**src/rtl/bcd_to_bin_serial.sv**
```systemverilog
// Serial packed-BCD to binary converter using reverse double-dabble.
// Each clock in CONV shifts {bcd, bin} right one bit, then subtracts 3 from every BCD nibble
// that is >= 8. After BIN_W iterations the bin part holds the binary value.
// An input with any nibble > 9 takes the ERR path and reports err with bin_out = 0.
//
// Ports:
//   clk_i      system clock, rising edge
//   rst_ni     asynchronous active-low reset
//   start_i    request conversion of bcd_in_i (ignored while busy_o)
//   bcd_in_i   packed BCD, [3:0] is the least significant digit
//   busy_o     conversion in progress
//   done_o     one-cycle pulse when bin_out_o / err_o are updated
//   bin_out_o  converted value, held until the next done
//   err_o      last accepted input had an illegal nibble, held until the next done
module bcd_to_bin_serial #(
   parameter int unsigned DIGITS = 4,
   parameter int unsigned BIN_W  = 14
) (
   input  logic                  clk_i,
   input  logic                  rst_ni,
   input  logic                  start_i,
   input  logic [4*DIGITS-1:0]   bcd_in_i,
   output logic                  busy_o,
   output logic                  done_o,
   output logic [BIN_W-1:0]      bin_out_o,
   output logic                  err_o
);

   localparam int unsigned BcdW  = 4 * DIGITS;
   localparam int unsigned WorkW = BcdW + BIN_W;
   localparam int unsigned CntW  = $clog2(BIN_W + 1);
   // Counter value seen on the edge that completes the final iteration.
   localparam logic [CntW-1:0] LastCnt = CntW'(BIN_W - 1);

   typedef enum logic [1:0] {
      StIdle,
      StConv,
      StErr
   } state_e;

   state_e             state_q, state_d;
   logic [WorkW-1:0]   work_q, work_d;
   logic [CntW-1:0]    cnt_q, cnt_d;
   logic [BIN_W-1:0]   bin_q, bin_d;
   logic               err_q, err_d;
   logic               done_q, done_d;

   logic               bcd_bad;
   logic [WorkW-1:0]   work_iter;

   // Any nibble above 9 makes the whole input illegal.
   always_comb begin
      bcd_bad = 1'b0;
      for (int i = 0; i < DIGITS; i++) begin
         if (bcd_in_i[4*i +: 4] > 4'd9) begin
            bcd_bad = 1'b1;
         end
      end
   end

   // One reverse double-dabble step: shift right, then correct each nibble independently.
   always_comb begin
      work_iter = work_q >> 1;
      for (int i = 0; i < DIGITS; i++) begin
         if (work_iter[BIN_W + 4*i +: 4] >= 4'd8) begin
            work_iter[BIN_W + 4*i +: 4] = work_iter[BIN_W + 4*i +: 4] - 4'd3;
         end
      end
   end

   always_comb begin
      state_d = state_q;
      work_d  = work_q;
      cnt_d   = cnt_q;
      bin_d   = bin_q;
      err_d   = err_q;
      done_d  = 1'b0;
      unique case (state_q)
         StIdle: begin
            if (start_i) begin
               work_d  = {bcd_in_i, {BIN_W{1'b0}}};
               cnt_d   = '0;
               state_d = bcd_bad ? StErr : StConv;
            end
         end
         StConv: begin
            work_d = work_iter;
            cnt_d  = cnt_q + 1'b1;
            if (cnt_q == LastCnt) begin
               bin_d   = work_iter[BIN_W-1:0];
               err_d   = 1'b0;
               done_d  = 1'b1;
               state_d = StIdle;
            end
         end
         StErr: begin
            bin_d   = '0;
            err_d   = 1'b1;
            done_d  = 1'b1;
            state_d = StIdle;
         end
         default: begin
            state_d = StIdle;
         end
      endcase
   end

   always_ff @(posedge clk_i or negedge rst_ni) begin
      if (!rst_ni) begin
         state_q <= StIdle;
         work_q  <= '0;
         cnt_q   <= '0;
         bin_q   <= '0;
         err_q   <= 1'b0;
         done_q  <= 1'b0;
      end else begin
         state_q <= state_d;
         work_q  <= work_d;
         cnt_q   <= cnt_d;
         bin_q   <= bin_d;
         err_q   <= err_d;
         done_q  <= done_d;
      end
   end

   assign busy_o    = (state_q != StIdle);
   assign done_o    = done_q;
   assign bin_out_o = bin_q;
   assign err_o     = err_q;

endmodule

```
**config.mk**
```make
export PLATFORM = sky130hd
export DESIGN_NAME = bcd_to_bin_serial
export DESIGN_NICKNAME = d
export VERILOG_FILES = /design/src/rtl/bcd_to_bin_serial.sv
export SDC_FILE = /design/constraint.sdc
export NUM_CORES = 1
export LEC_CHECK = 0
export BUFFER_PORTS_ARGS = -buffer_cell sky130_fd_sc_hd__buf_2
export CAP_MARGIN = 20
export CORE_UTILIZATION = 45
export CTS_BUF_LIST = sky130_fd_sc_hd__clkbuf_16
export CTS_CLUSTER_DIAMETER = 120
export DETAILED_ROUTE_END_ITERATION = 8
export GPL_ROUTABILITY_DRIVEN = 0
export PLACE_DENSITY = 0.74
export SLEW_MARGIN = 5
export SYNTH_ARGS = -nofsm -noshare
export SYNTH_HDL_FRONTEND = slang
export SYNTH_SLANG_ARGS = --single-unit
```
**constraint.sdc**
```tcl
create_clock -name clk_i -period 1.7 [get_ports clk_i]
set_input_delay 0.255 -clock clk_i [delete_from_list [all_inputs] [get_ports clk_i]]
set_output_delay 0.255 -clock clk_i [all_outputs]
set_load 0.05 [all_outputs]
```
==> results of run 1 <==
==> cells in the final DEF (no fill, tap or decap), drive strengths merged, types with 5 or more instances in the layout <==
master	count
dfrtp	51
buf	51
nand2	46
o21ai	40
a22o	15
nor2	15
a21oi	12
inv	12
ha	11
mux2i	9
xnor2	6
nand3	5
clkbuf	5
==> cell usage after synthesis, types with 6 or more instances <==
master and number:
inv_1 10, o21ai_0 15, a22o_1 15, o21ai_1 19
a21oi_1 10, o21ai_2 6, dfrtp_1 51, xnor2_1 6
ha_1 11, mux2i_1 7, nand2_1 46, nor2_1 15
==> area by class of cell <==
cell class | instances | area (um2)
Clock buffer | 5 | 125
Sequential cell | 51 | 1280
Clock inverter | 3 | 46.3
Timing Repair Buffer | 52 | 337
Fill cell | 469 | 2200
Inverter | 11 | 41.3
Multi-Input combinational cell | 175 | 1120
Tap cell | 70 | 87.6
==> state kept, by name, summed over array words and instances, names as in the netlist <==
register / cells
bin_out_o: 14
cnt_q: 4
done_o: 1
err_o: 1
state_q: 2
work_q: 29
==> critical path, stage by stage (launching register included) <==
cell,delay (ns)
dfrtp_1,0.43
inv_2,0.06
ha_2,0.21
buf_4,0.16
inv_1,0.08
buf_6,0.16
==> kinds of logic (layout without fill, tap and decap cells) <==
| group | count (synthesis) | in the layout | synth area share (%) |
|---|---|---|---|
| xor gates and xnor gates | 6 | 6 | 2.10 |
| and+or+nand+nor | 73 | 73 | 12.1 |
| DFF | 51 | 51 | 51.1 |
| buffers and inverters | 25 | 71 | 5.81 |
| muxes | 9 | 9 | 3.91 |
| AOI/OAI and AO/OA | 76 | 76 | 19.5 |
| adders and majority gates | 11 | 11 | 5.51 |
==> layer usage <==
metal  up-vias  share of wire, %  wire, um  track usage, %
met5         -                 0         0               0
met4         0              0.64        31            4.04
met3         4               3.0       148            3.59
met2        42                49      2370            31.7
met1       907                48      2320            23.1
li1        949                 -         -               -
==> where the power goes <==
part / switching, W / internal (W) / leakage, nW
sequential: 0.000232 / 0.00143 / 0.675
clock: 0.000451 / 0.000699 / 0.0804
combinational: 0.000732 / 0.000622 / 0.676
==> path summary, 6_finish.rpt <==
check | startpoint | endpoint | slack (ns) | depth (start not counted)
setup reg to reg | state_q[1] | work_q[27] | 0.13 | 7
min in group asynchronous | rst_ni | bin_out_o[2] | 0.45 | 2
hold reg to reg | work_q[29] | work_q[29] | 0.49 | 2
max in group asynchronous | rst_ni | work_q[10] | 0.65 | 3
setup / recovery | state_q[0] | busy_o | 0.06 | 5
hold / removal | bcd_in_i[15] | work_q[29] | 0.21 | 3
==> metrics by stage <==
step | setup slack (ns) | total power [W] | cells | setup TNS, ns | utilization [%]
finish | 0.0563 | 0.00416 | 367 | 0 | 58.0
global route | 0.0000109 | 0.00442 | 367 | 0 | 58.0
CTS | -0.0133 | 0.00417 | 367 | -0.0133 | 57.5
detailed placement | -0.238 | 0.00299 | 358 | -3.23 | 53.7
global placement | -0.106 | 0.00294 | 358 | -1.45 | 53.7
floorplan | 0.158 | 0.00263 | 251 | 0 | -
==> timing repair <==
item                                    CTS  global route
hold buffers                              1             0
pin swaps                                 0             0
hold endpoints to repair                 19             0
endpoints found under the setup margin   18            26
gates resized for setup                   4             5
setup buffers                             0             0
==> results.toml, run 1 <==
[clock_tree]
clk_pin_slew_ns = 0.06
cts_made_buffers = 5
worstSkewPairLatency_ns = 0.29
htreeDepth = 2
cts_tree = "built"
clock_path_buffers = 2
cts_sinks = 51
cts_root_buffer = "clkbuf_16"

[placement]
dpl.hpwl_um = 3510
placed_area_mm2 = 0.00281
port_buffers = 35

[cells_and_area]
fin_nets = 326
drive_gt1_share_pct = 24.9
diodes = 0
final_area_mm2 = 0.00304
syn_to_final_growth_pct = 21.5

[die]
dieArea_mm2 = 0.00585
io_pins = 36
die_x_um = 76.5
coreArea_mm2 = 0.00524
start_util_pct = 47.7
die_y_um = 76.5
rows = 26

[grt]
grt_max_degree = 33
gr-total-overflow = 0
antenna_found_initial = 0
grt_usage_pct = 18.2
grt_pass1_wl_um = 8560
grt_pass1_vias = 1927

[yosys]
synth_edf_count = 0
synth_area_leaders = "dfrtp_1, nand2_1, ha_1"
synth_fp_nets = 281
avgSynthCellArea_um2 = 9.95
async_flop_share_pct = 100
synth_area_leader_cell = "dfrtp_1"
yosysSeqAreaShare_pct = 51.1
synth_area_mm2 = 0.00250
syn_inst = 251
synth.top_cell.area_share_pct = 51.1
ys_ff_latch = 51
yosys_most_used_dff = "dfrtp_1"
ys.warnings.count = 0
synth_cell_types = 30

[timing]
worst_hold_slack_ns = 0.211
hold_viol = 0
slew_headroom_pct = 63.7
setup_violations = 0
fin_crit_ns = 1.64
fin_skew_ns = 0.00902
fin_crit_sh_pct = 96.7
rsz0062_at_grt = "no"
worstMarginPinSlew_ns = 0.542
fmax_ghz = 0.608
slew_violations = 0

[detailed_routing]
drtPass1Iterations = 4
avgViaCountPerCell = 5.18
ant_nets = 0
drc = 0
drt_iter0_drc = 85
post_drt_wl_per_cell_um = 13.3
routed-via-count = 1902
routed_wl_um = 4870

[critical_path]
crit_type = "reg2out"
critPathMaxFanout = 5
crit_path_end_kind = "output pin"
crit_required_ns = 1.44
cp-start-kind = "flop"
cp.arrival_ns = 1.39

[job]
max_cap_viol_count = 0

[outcome]
outcome = "finished, final reports clean"

[worst_hold_path]
hp-class = "in2reg"

[power_and_ir_drop]
cellPowerDensity_mw_per_mm2 = 1370
leakagePower_nw = 1.43
peakVddDrop_uv = 751
No activity file was read; power rests on OpenSTA's default activity.
==> run 2, diff against run 1 <==
- SETUP_SLACK_MARGIN: not set -> 0.4
==> run 2 against run 1 <==
  * Worst setup slack improved by 0.11 ns
  * Non-clock buffer count rose by 15
  * Sequential cell count is the same
  * Fmax grew 7.4%
  * Combinational power grew 40%
  * Critical path type is now reg2reg
  * Critical path depth increased by 2
  * Sequential share of layout area decreased by 4.1 points
==> results.toml, run 2 (same netlist as run 1, synthesis figures left out) <==
[outcome]
outcome = "finished, final reports clean"

[timing]
fin_crit_ns = 1.53
slew_headroom_pct = 80.3
fin_skew_ns = 0.00227
worstMarginPinSlew_ns = 0.289
setup_tns_ns = 0
rsz0062_at_grt = "yes"
worst_hold_slack_ns = 0.224
fin_crit_sh_pct = 90.0
setup_violations = 0
slew_violations = 0
hold_viol = 0
fmax_ghz = 0.654
finalWorstSetupSlack_ns = 0.170

[critical_path]
crit_type = "reg2reg"
cp-start-kind = "flop"
r2r_slack_ns = 0.17
crit_path_end_kind = "flop"
critPathMaxFanout = 9
cp.arrival_ns = 1.74
ff2ff_path_depth = 7
reg2reg_from = "state_q[0]"
crit_required_ns = 1.91
timing.rr.end = "work_q[10]"
worstSetupStartpoint = "state_q[0]"

[grt]
grt_pass1_vias = 1928
grt_usage_pct = 19.3
grt_max_degree = 52
antenna_found_initial = 0
grt_pass1_wl_um = 8950
gr-total-overflow = 0

[die]
dieArea_mm2 = 0.00585
coreArea_mm2 = 0.00524
io_pins = 36
die_y_um = 76.5
die_x_um = 76.5
rows = 26
start_util_pct = 47.7

[clock_tree]
cts_tree = "built"
worstSkewPairLatency_ns = 0.29
htreeDepth = 2
cts_made_buffers = 5
cts_root_buffer = "clkbuf_16"
cts_sinks = 51
clock_path_buffers = 2
clk_pin_slew_ns = 0.06

[detailed_routing]
post_drt_wl_per_cell_um = 14.7
routed-via-count = 1970
routed_wl_um = 5620
drtPass1Iterations = 4
drc = 0
drt_iter0_drc = 61
avgViaCountPerCell = 5.17
ant_nets = 0

[power_and_ir_drop]
peakVddDrop_uv = 848
pwr-share-seq_pct = 36.9
p_switching_w = 0.00157
swShare_pct = 34.7
leakagePower_nw = 1.57
cellPowerDensity_mw_per_mm2 = 1350
p_clk_share_pct = 21.3
power.internal_w = 0.00296
power_frac_comb_pct = 41.8

[cells_and_area]
syn_to_final_growth_pct = 34.8
largest-register = "work_q"
final_common_cell = "dfrtp_1"
fin_cells = 381
drive_gt1_share_pct = 33.8
diodes = 0
fillers = 409
largest_reg_flops = 29
final_cell_mix = "dfrtp_1, nand2_1, buf_2"
fin_nets = 341

[placement]
dpl.hpwl_um = 3320
post-place-ws_ns = 0.0774
port_buffers = 35
placed_cells = 351

[worst_hold_path]
hp-class = "in2reg"
min-delay-start = "bcd_in_i[15]"
hold_depth = 3
whs_endpoint = "work_q[29]"

[job]
max_cap_viol_count = 0
run 2: cell type report:
class | count | area [um2] | share of cell area, %
multi-input combinational | 175 | 1170 | 34.9
sequential | 51 | 1280 | 37.9
tap | 70 | 87.6 | 2.60
inverter | 11 | 45.0 | 1.34
clock inverter | 2 | 13.8 | 0.409
clock buffer | 5 | 125 | 3.72
timing repair buffer | 67 | 644 | 19.1
run 2: critical path: stages (launching register included):
cell       delay [ns]
dfrtp_1          0.41
inv_2            0.10
ha_4             0.18
mux2i_4          0.31
buf_12           0.19
clkbuf_16        0.15
nand2_1          0.05
o21ai_1          0.07
run 2: what timing repair did:
| action | in CTS | in global routing |
|---|---|---|
| hold endpoints to repair | 51 | 0 |
| pin swaps | 11 | 11 |
| buffers inserted | 12 | 3 |
| endpoints found under the setup margin | 49 | 50 |
| cloned | 3 | 4 |
| gates resized for setup | 24 | 7 |
| hold buffers | 1 | 0 |
run 2: power by group through the flow:
stage	logic, W	clock network [W]	registers [W]
finish	0.00189	0.000966	0.00167
global route	0.00206	0.00103	0.00170
CTS	0.00175	0.000992	0.00167
detailed placement	0.00134	0	0.00170
global placement	0.00130	0	0.00168
floorplan	0.00109	0	0.00167
run 2: routing by layer:
metal | part of all wire (%) | up-vias | global-route usage [%]
met5 | 0 | - | 0
met4 | 0.98 | 0 | 5.96
met3 | 3.8 | 5 | 3.23
met2 | 51 | 55 | 33.6
met1 | 44 | 935 | 24.4
li1 | - | 975 | -
run 2: metrics by stage:
step                      instance area (um2)  util, %  power (W)
after floorplan                          2600        -    0.00276
after global placement                   2840     54.2    0.00299
after detailed placement                 2840     54.2    0.00304
after CTS                                3230     61.7    0.00442
after global routing                     3370     64.3    0.00479
final                                    3370     64.3    0.00453
run 2: worst max path at each step:
stage                              end  slack [ns]  cells after the start
final                       work_q[10]        0.17                      7
after global routing          cnt_q[3]        0.09                      8
after CTS                     cnt_q[3]        0.19                      8
after detailed placement  bin_out_o[8]        0.08                      4
after global placement    bin_out_o[1]        0.15                      4
after floorplan               cnt_q[3]        0.29                      7
